==> src/rtl/hex_scan_ctrl.sv <==
// Multiplexed active-low 7-segment scanner with per-slot PWM brightness,
// decimal points, leading-zero blanking and a frame-synchronous double buffer.
module hex_scan_ctrl #(
  parameter int DIGITS   = 8,
  parameter int PWM_BITS = 3,
  parameter int PRESCALE = 1562
) (
  input  logic                  clk_i,
  input  logic                  rst_i,
  input  logic [4*DIGITS-1:0]   data_i,
  input  logic [DIGITS-1:0]     dp_i,
  input  logic                  load_i,
  input  logic                  blank_lz_i,
  input  logic [PWM_BITS-1:0]   bright_i,
  output logic [DIGITS-1:0]     an_o,
  output logic                  ca_o,
  output logic                  cb_o,
  output logic                  cc_o,
  output logic                  cd_o,
  output logic                  ce_o,
  output logic                  cf_o,
  output logic                  cg_o,
  output logic                  dp_o,
  output logic                  frame_o,
  output logic                  pending_o
);

  localparam int PW = (PRESCALE > 1) ? $clog2(PRESCALE) : 1;
  localparam int DW = (DIGITS > 1) ? $clog2(DIGITS) : 1;
  localparam logic [PW-1:0] PRESC_MAX = PW'(PRESCALE - 1);
  localparam logic [DW-1:0] DIG_MAX   = DW'(DIGITS - 1);

  logic [PW-1:0]        r_presc;
  logic [PWM_BITS-1:0]  r_tick;
  logic [DW-1:0]        r_digit;
  logic [4*DIGITS-1:0]  r_pend_data;
  logic [DIGITS-1:0]    r_pend_dp;
  logic [4*DIGITS-1:0]  r_act_data;
  logic [DIGITS-1:0]    r_act_dp;
  logic                 r_pending;
  logic                 r_frame;
  logic [DIGITS-1:0]    r_an;
  logic [6:0]           r_seg;
  logic                 r_dp;

  logic                 w_tick;
  logic                 w_slot_end;
  logic                 w_boundary;
  logic [3:0]           w_nib;
  logic                 w_dp_bit;
  logic                 w_upper_zero;
  logic                 w_blank;
  logic                 w_lit;

  function automatic logic [6:0] seg7(input logic [3:0] n);
    case (n)
      4'h0:    seg7 = 7'b0000001;
      4'h1:    seg7 = 7'b1001111;
      4'h2:    seg7 = 7'b0010010;
      4'h3:    seg7 = 7'b0000110;
      4'h4:    seg7 = 7'b1001100;
      4'h5:    seg7 = 7'b0100100;
      4'h6:    seg7 = 7'b0100000;
      4'h7:    seg7 = 7'b0001111;
      4'h8:    seg7 = 7'b0000000;
      4'h9:    seg7 = 7'b0000100;
      4'hA:    seg7 = 7'b0001000;
      4'hB:    seg7 = 7'b1100000;
      4'hC:    seg7 = 7'b0110001;
      4'hD:    seg7 = 7'b1000010;
      4'hE:    seg7 = 7'b0110000;
      default: seg7 = 7'b0111000;
    endcase
  endfunction

  assign w_tick     = (r_presc == PRESC_MAX);
  assign w_slot_end = w_tick && (r_tick == '1);
  assign w_boundary = w_slot_end && (r_digit == DIG_MAX);

  // Select the current digit's nibble/dp and whether everything from it upward is zero.
  always_comb begin
    w_nib        = '0;
    w_dp_bit     = 1'b0;
    w_upper_zero = 1'b0;
    for (int i = 0; i < DIGITS; i++) begin
      if (r_digit == DW'(i)) begin
        w_nib        = r_act_data[4*i +: 4];
        w_dp_bit     = r_act_dp[i];
        w_upper_zero = ((r_act_data >> (4*i)) == '0);
      end
    end
  end

  assign w_blank = blank_lz_i && (r_digit != '0) && w_upper_zero;
  assign w_lit   = (r_tick <= bright_i) && !w_blank;

  always_ff @(posedge clk_i) begin
    if (rst_i) begin
      r_presc     <= '0;
      r_tick      <= '0;
      r_digit     <= '0;
      r_pend_data <= '0;
      r_pend_dp   <= '0;
      r_act_data  <= '0;
      r_act_dp    <= '0;
      r_pending   <= 1'b0;
      r_frame     <= 1'b0;
      r_an        <= '1;
      r_seg       <= '1;
      r_dp        <= 1'b1;
    end else begin
      if (w_tick) begin
        r_presc <= '0;
        r_tick  <= r_tick + PWM_BITS'(1);
        if (r_tick == '1)
          r_digit <= (r_digit == DIG_MAX) ? '0 : r_digit + DW'(1);
      end else begin
        r_presc <= r_presc + PW'(1);
      end

      // A load landing on the boundary goes straight to the active buffer.
      if (load_i) begin
        r_pend_data <= data_i;
        r_pend_dp   <= dp_i;
      end
      if (w_boundary) begin
        r_pending <= 1'b0;
        if (load_i) begin
          r_act_data <= data_i;
          r_act_dp   <= dp_i;
        end else if (r_pending) begin
          r_act_data <= r_pend_data;
          r_act_dp   <= r_pend_dp;
        end
      end else if (load_i) begin
        r_pending <= 1'b1;
      end

      r_frame <= w_boundary;

      // Segments and dp are forced dark whenever the anode is off to avoid ghosting.
      r_an <= '1;
      if (w_lit)
        r_an[r_digit] <= 1'b0;
      r_seg <= w_lit ? seg7(w_nib) : 7'h7F;
      r_dp  <= ~(w_lit && w_dp_bit);
    end
  end

  assign an_o = r_an;
  assign {ca_o, cb_o, cc_o, cd_o, ce_o, cf_o, cg_o} = r_seg;
  assign dp_o      = r_dp;
  assign frame_o   = r_frame;
  assign pending_o = r_pending;

endmodule

==> config.mk <==
export PLATFORM = sky130hd
export DESIGN_NAME = hex_scan_ctrl
export DESIGN_NICKNAME = d
export VERILOG_FILES = /design/src/rtl/hex_scan_ctrl.sv
export SDC_FILE = /design/constraint.sdc
export NUM_CORES = 1
export LEC_CHECK = 0
export CAP_MARGIN = 15
export CORE_AREA = 5 5 107 109
export CTS_CLUSTER_DIAMETER = 100
export DETAILED_ROUTE_END_ITERATION = 8
export DIE_AREA = 0 0 112 114
export MAX_ROUTING_LAYER = met4
export PLACE_DENSITY = 0.75
export SLEW_MARGIN = 10
export SYNTH_ARGS = -nofsm -noshare
export SYNTH_HDL_FRONTEND = slang
export SYNTH_SLANG_ARGS = --single-unit
==> constraint.sdc <==
create_clock -name clk_i -period 2.8 [get_ports clk_i]
set_input_delay 0.56 -clock clk_i [delete_from_list [all_inputs] [get_ports clk_i]]
set_output_delay 0.56 -clock clk_i [all_outputs]
set_load 0.01 [all_outputs]
==> key figures <==
STA
  • Clk_skew: 0.00888 ns
  • Pins over their slew limit: 0
  • Slew @ Worst Pin: 0.576 ns
  • Final Hold Viols: 0
  • RSZ-0062 raised after global routing: false
  • Setup_tns: 0 ns
  • Max Freq: 0.387 GHz
  • Max_slew headroom: 0.616
  • Fin crit period: between 2 and 3 ns
  • Period utilization: 0.924
  • Setup violations, final: 0

Global routing
  • First-pass GRT wire length: 18400 um
  • Initial antenna violation count: 0
  • Number of global-route vias before repair: 3899
  • Congestion Overflow GR: 0
  • Largest net degree at the start of global routing: 81
  • Overall Global Routing Usage: 0.182

Setup path
  • Required time of the critical path: 3.19 ns
  • Slowest stage delay, CP: between 0.3 and 0.4 ns
  • Crit-path cells: ha_1 -> ha_1 -> or2_2 -> a221oi_1 -> o22ai_1 -> a21oi_2 -> inv_1 -> ha_1 -> mux2_2 -> mux2i_1 -> nand2_1
  • Setup crit end kind: flip-flop
  • Worst Path Max Fanout: 7
  • Buffers & Inverters on Critical Path: 1
  • Crit start category: flip-flop
  • WP data arrival: 2.97 ns
  • Kind of critical path: flip-flop to flip-flop
  • Top cell by count, worst path: ha_1
  • Slowest-stage cell, CP: dfxtp_1
  • CP top delay family: adder cells

Clocking
  • Sink Count: 115
  • Clock Tree Root: clkbuf_8
  • Setup bufs post-CTS: 0
  • Clock Tree Buf Depth: 2
  • Clk slew on worst S/H paths: 0.05 ns
  • H-tree depth: 4
  • # hold bufs at CTS: 0
  • Worst skew pair latency: 0.51 ns
  • Number of buffers created by CTS: 17
  • TritonCTS clock tree: yes

Floorplan
  • Die Ht: around 110 um
  • # rows: 38
  • Die W: 112 um
  • Ports: 65
  • Core ar.: between 10000 and 15000 um^2
  • Initial Util: 0.482
  • Die area: 12800 um^2

Final layout
  • P&R area growth vs syn: 26.0%
  • Final Core Density: 0.608
  • Cell area after layout: ~6400 um^2
  • Fill cells: approximately 900
  • Area of the multi-input gates: 2520 um^2
  • FF+latch area: 2300 um^2
  • Layout cell share with drive strength beyond 1: 0.180
  • Diodes inserted: 0
  • Cell Count, Final, Fillers Out: 747
  • Final Net Count: approximately 660

Run status
  • Outcome: finished clean

Synth
  • Top FF cell, synth: dfxtp_1
  • Net count after synthesis: 594
  • Syn avg cell area: 9.58 um^2
  • Synth unique cells: 50
  • EDFF count, synth: 0
  • Ys async rst share: 0
  • Synthesized area: 5070 um^2
  • Dominant cells by area after synthesis: dfxtp_1 45%, a211oi_2 9.9%, mux2i_1 8.9%
  • Share of the synthesized area in the top cell type: 0.454
  • YS warnings: 0
  • Cell count after synthesis: between 500 and 600
  • Synthesized flop and latch total: 115
  • Yosys top cell by area: dfxtp_1
  • Register area share after synthesis: 0.454

Power and ir drop
  • Leak: roughly 2.4 nW
  • Sequential Power Share: 0.445
  • Maximum vdd drop: 372 uV
  • Combinational share of power: 0.061
  • Pwr Total: 3.82 mW
  • Clock Power Share: 0.494
  • Sw Share: 0.219
  • P_int: 2.98 mW
  • Pwr per Cell Area: 597 nW/um^2
  • Switch Pwr: 838 uW

Placed design
  • Placed inst area: 5860 um^2
  • Port Buffer Count: 64
  • Placed Cells incl. Taps: 717
  • Gpl congestion: 0.825
  • DP HPWL: 7860 um

Detailed routing
  • Avg WL per Cell: 14.6 um
  • Vias/cell: 5.28
  • Remaining DRCs: 0
  • Pre-Repair DR Iteration Count: 4
  • Final wirelength: 10900 um
  • Initial DRC Count: 239
  • Vias: 3946
  • Routed Antenna Nets: 0

Run
  • Max-cap violations: 0

Min path
  • Worst min-delay path class: input port to flip-flop
-- Yosys cell counts, types with 2 or more instances --
| cell | n |
|---|---|
| dfxtp_1 | 115 |
| nor2_1 | 107 |
| clkbuf_1 | 20 |
| o21bai_1 | 2 |
| nand4_1 | 7 |
| xor2_1 | 6 |
| nand2_1 | 29 |
| nand2b_1 | 3 |
| a211o_1 | 2 |
| nor3_1 | 2 |
| o211ai_1 | 2 |
| xnor2_1 | 4 |
| buf_1 | 4 |
| nand3b_1 | 3 |
| nor4_1 | 7 |
| o22ai_1 | 2 |
| a21oi_1 | 19 |
| nor3b_1 | 4 |
| buf_6 | 4 |
| a221oi_1 | 2 |
| inv_1 | 20 |
| nand3_1 | 10 |
| mux2_2 | 4 |
| or2_2 | 3 |
| a31oi_1 | 5 |
| a211oi_2 | 40 |
| buf_2 | 3 |
| or3_1 | 3 |
| buf_4 | 4 |
| o21ai_0 | 10 |
| ha_1 | 18 |
| o221ai_1 | 3 |
| mux2i_1 | 45 |
-- metal layers --
layer,track usage,part of all wire
met4,0.0513,0.0097
met3,0.0504,0.035
met2,0.287,0.48
met1,0.232,0.48
met5,-,0
-- kinds of logic after synthesis --
logic type / share of synthesized area
AO/OA/AOI/OAI: 0.171
XOR/XNOR: 0.0173
adder cells (fa/ha/maj): 0.0444
buffers and inverters: 0.0503
flip-flops: 0.454
multiplexers: 0.0977
AND/OR/NAND/NOR: 0.165
-- area by class of cell --
cell class / count / share of cell area
repair buffers: 83 / 0.123
flip-flops and latches: 115 / 0.361
well taps: 140 / 0.0274
clock buffers: 19 / 0.0676
clock inverters: 11 / 0.0141
inverters: 20 / 0.0118
multi-input cells: 359 / 0.395
-- placed cells by master, fill, tap and decap left out, types with 3 or more instances in the layout --
cell type / instances
mux2_2: 4
clkinvlp_4: 4
a211oi_2: 40
nand2_1: 29
xnor2_1: 4
ha_1: 16
nand4_1: 7
clkinv_2: 6
nor4_1: 7
nand3b_1: 3
inv_1: 20
nor2_1: 107
o21ai_0: 9
mux2i_1: 45
xor2_1: 6
or3_1: 3
a31oi_1: 5
clkbuf_16: 16
or2_2: 3
clkdlybuf4s50_1: 62
nor3b_1: 4
nand3_1: 10
o221ai_1: 3
buf_4: 19
dfxtp_1: 114
a21oi_1: 18
nand2b_1: 3
-- metrics by stage --
step                hold WS [ns]  setup slack (ns)
floorplan                  0.433            0.0540
global placement           0.443             0.161
detailed placement         0.460           -0.0316
CTS                        0.364            0.0973
global route               0.371            0.0335
finish                     0.383             0.213
-- timing repair --
action	in CTS	in global routing
pin swaps	0	0
resized for setup	1	4
endpoints found under the setup margin	3	6
-- flip-flops by register name (all words and copies together), names as in the netlist --
register	flops
r_presc	11
an_o	8
frame_o	1
r_pend_data	32
pending_o	1
r_seg	7
r_digit	3
dp_o	1
r_act_dp	8
r_tick	3
r_act_data	32
r_pend_dp	8
-- power by group through the flow --
| stage | Clock, mW | Sequential [mW] | Combinational (mW) |
|---|---|---|---|
| 6_report | 1.88 | 1.70 | 0.234 |
| 3_3_place_gp | 0 | 1.73 | 0.232 |
| 2_1_floorplan | 0 | 1.73 | 0.126 |
| 5_1_grt | 2.01 | 1.70 | 0.259 |
| 4_1_cts | 1.92 | 1.70 | 0.238 |
| 3_5_place_dp | 0 | 1.73 | 0.237 |
-- final timing paths --
kind         slack (ns)               startpoint                       end  cells after the start
max                0.21  r_digit[0]$_SDFFE_PP0P_       r_seg[3]$_SDFF_PP1_                     11
min                0.38                    rst_i  r_act_dp[0]$_SDFFE_PP0P_                      2
max reg2reg        0.21  r_digit[0]$_SDFFE_PP0P_       r_seg[3]$_SDFF_PP1_                     11
min reg2reg        0.47    r_presc[0]$_SDFF_PP0_     r_presc[0]$_SDFF_PP0_                      1
Power figures use the tool's default switching activity.
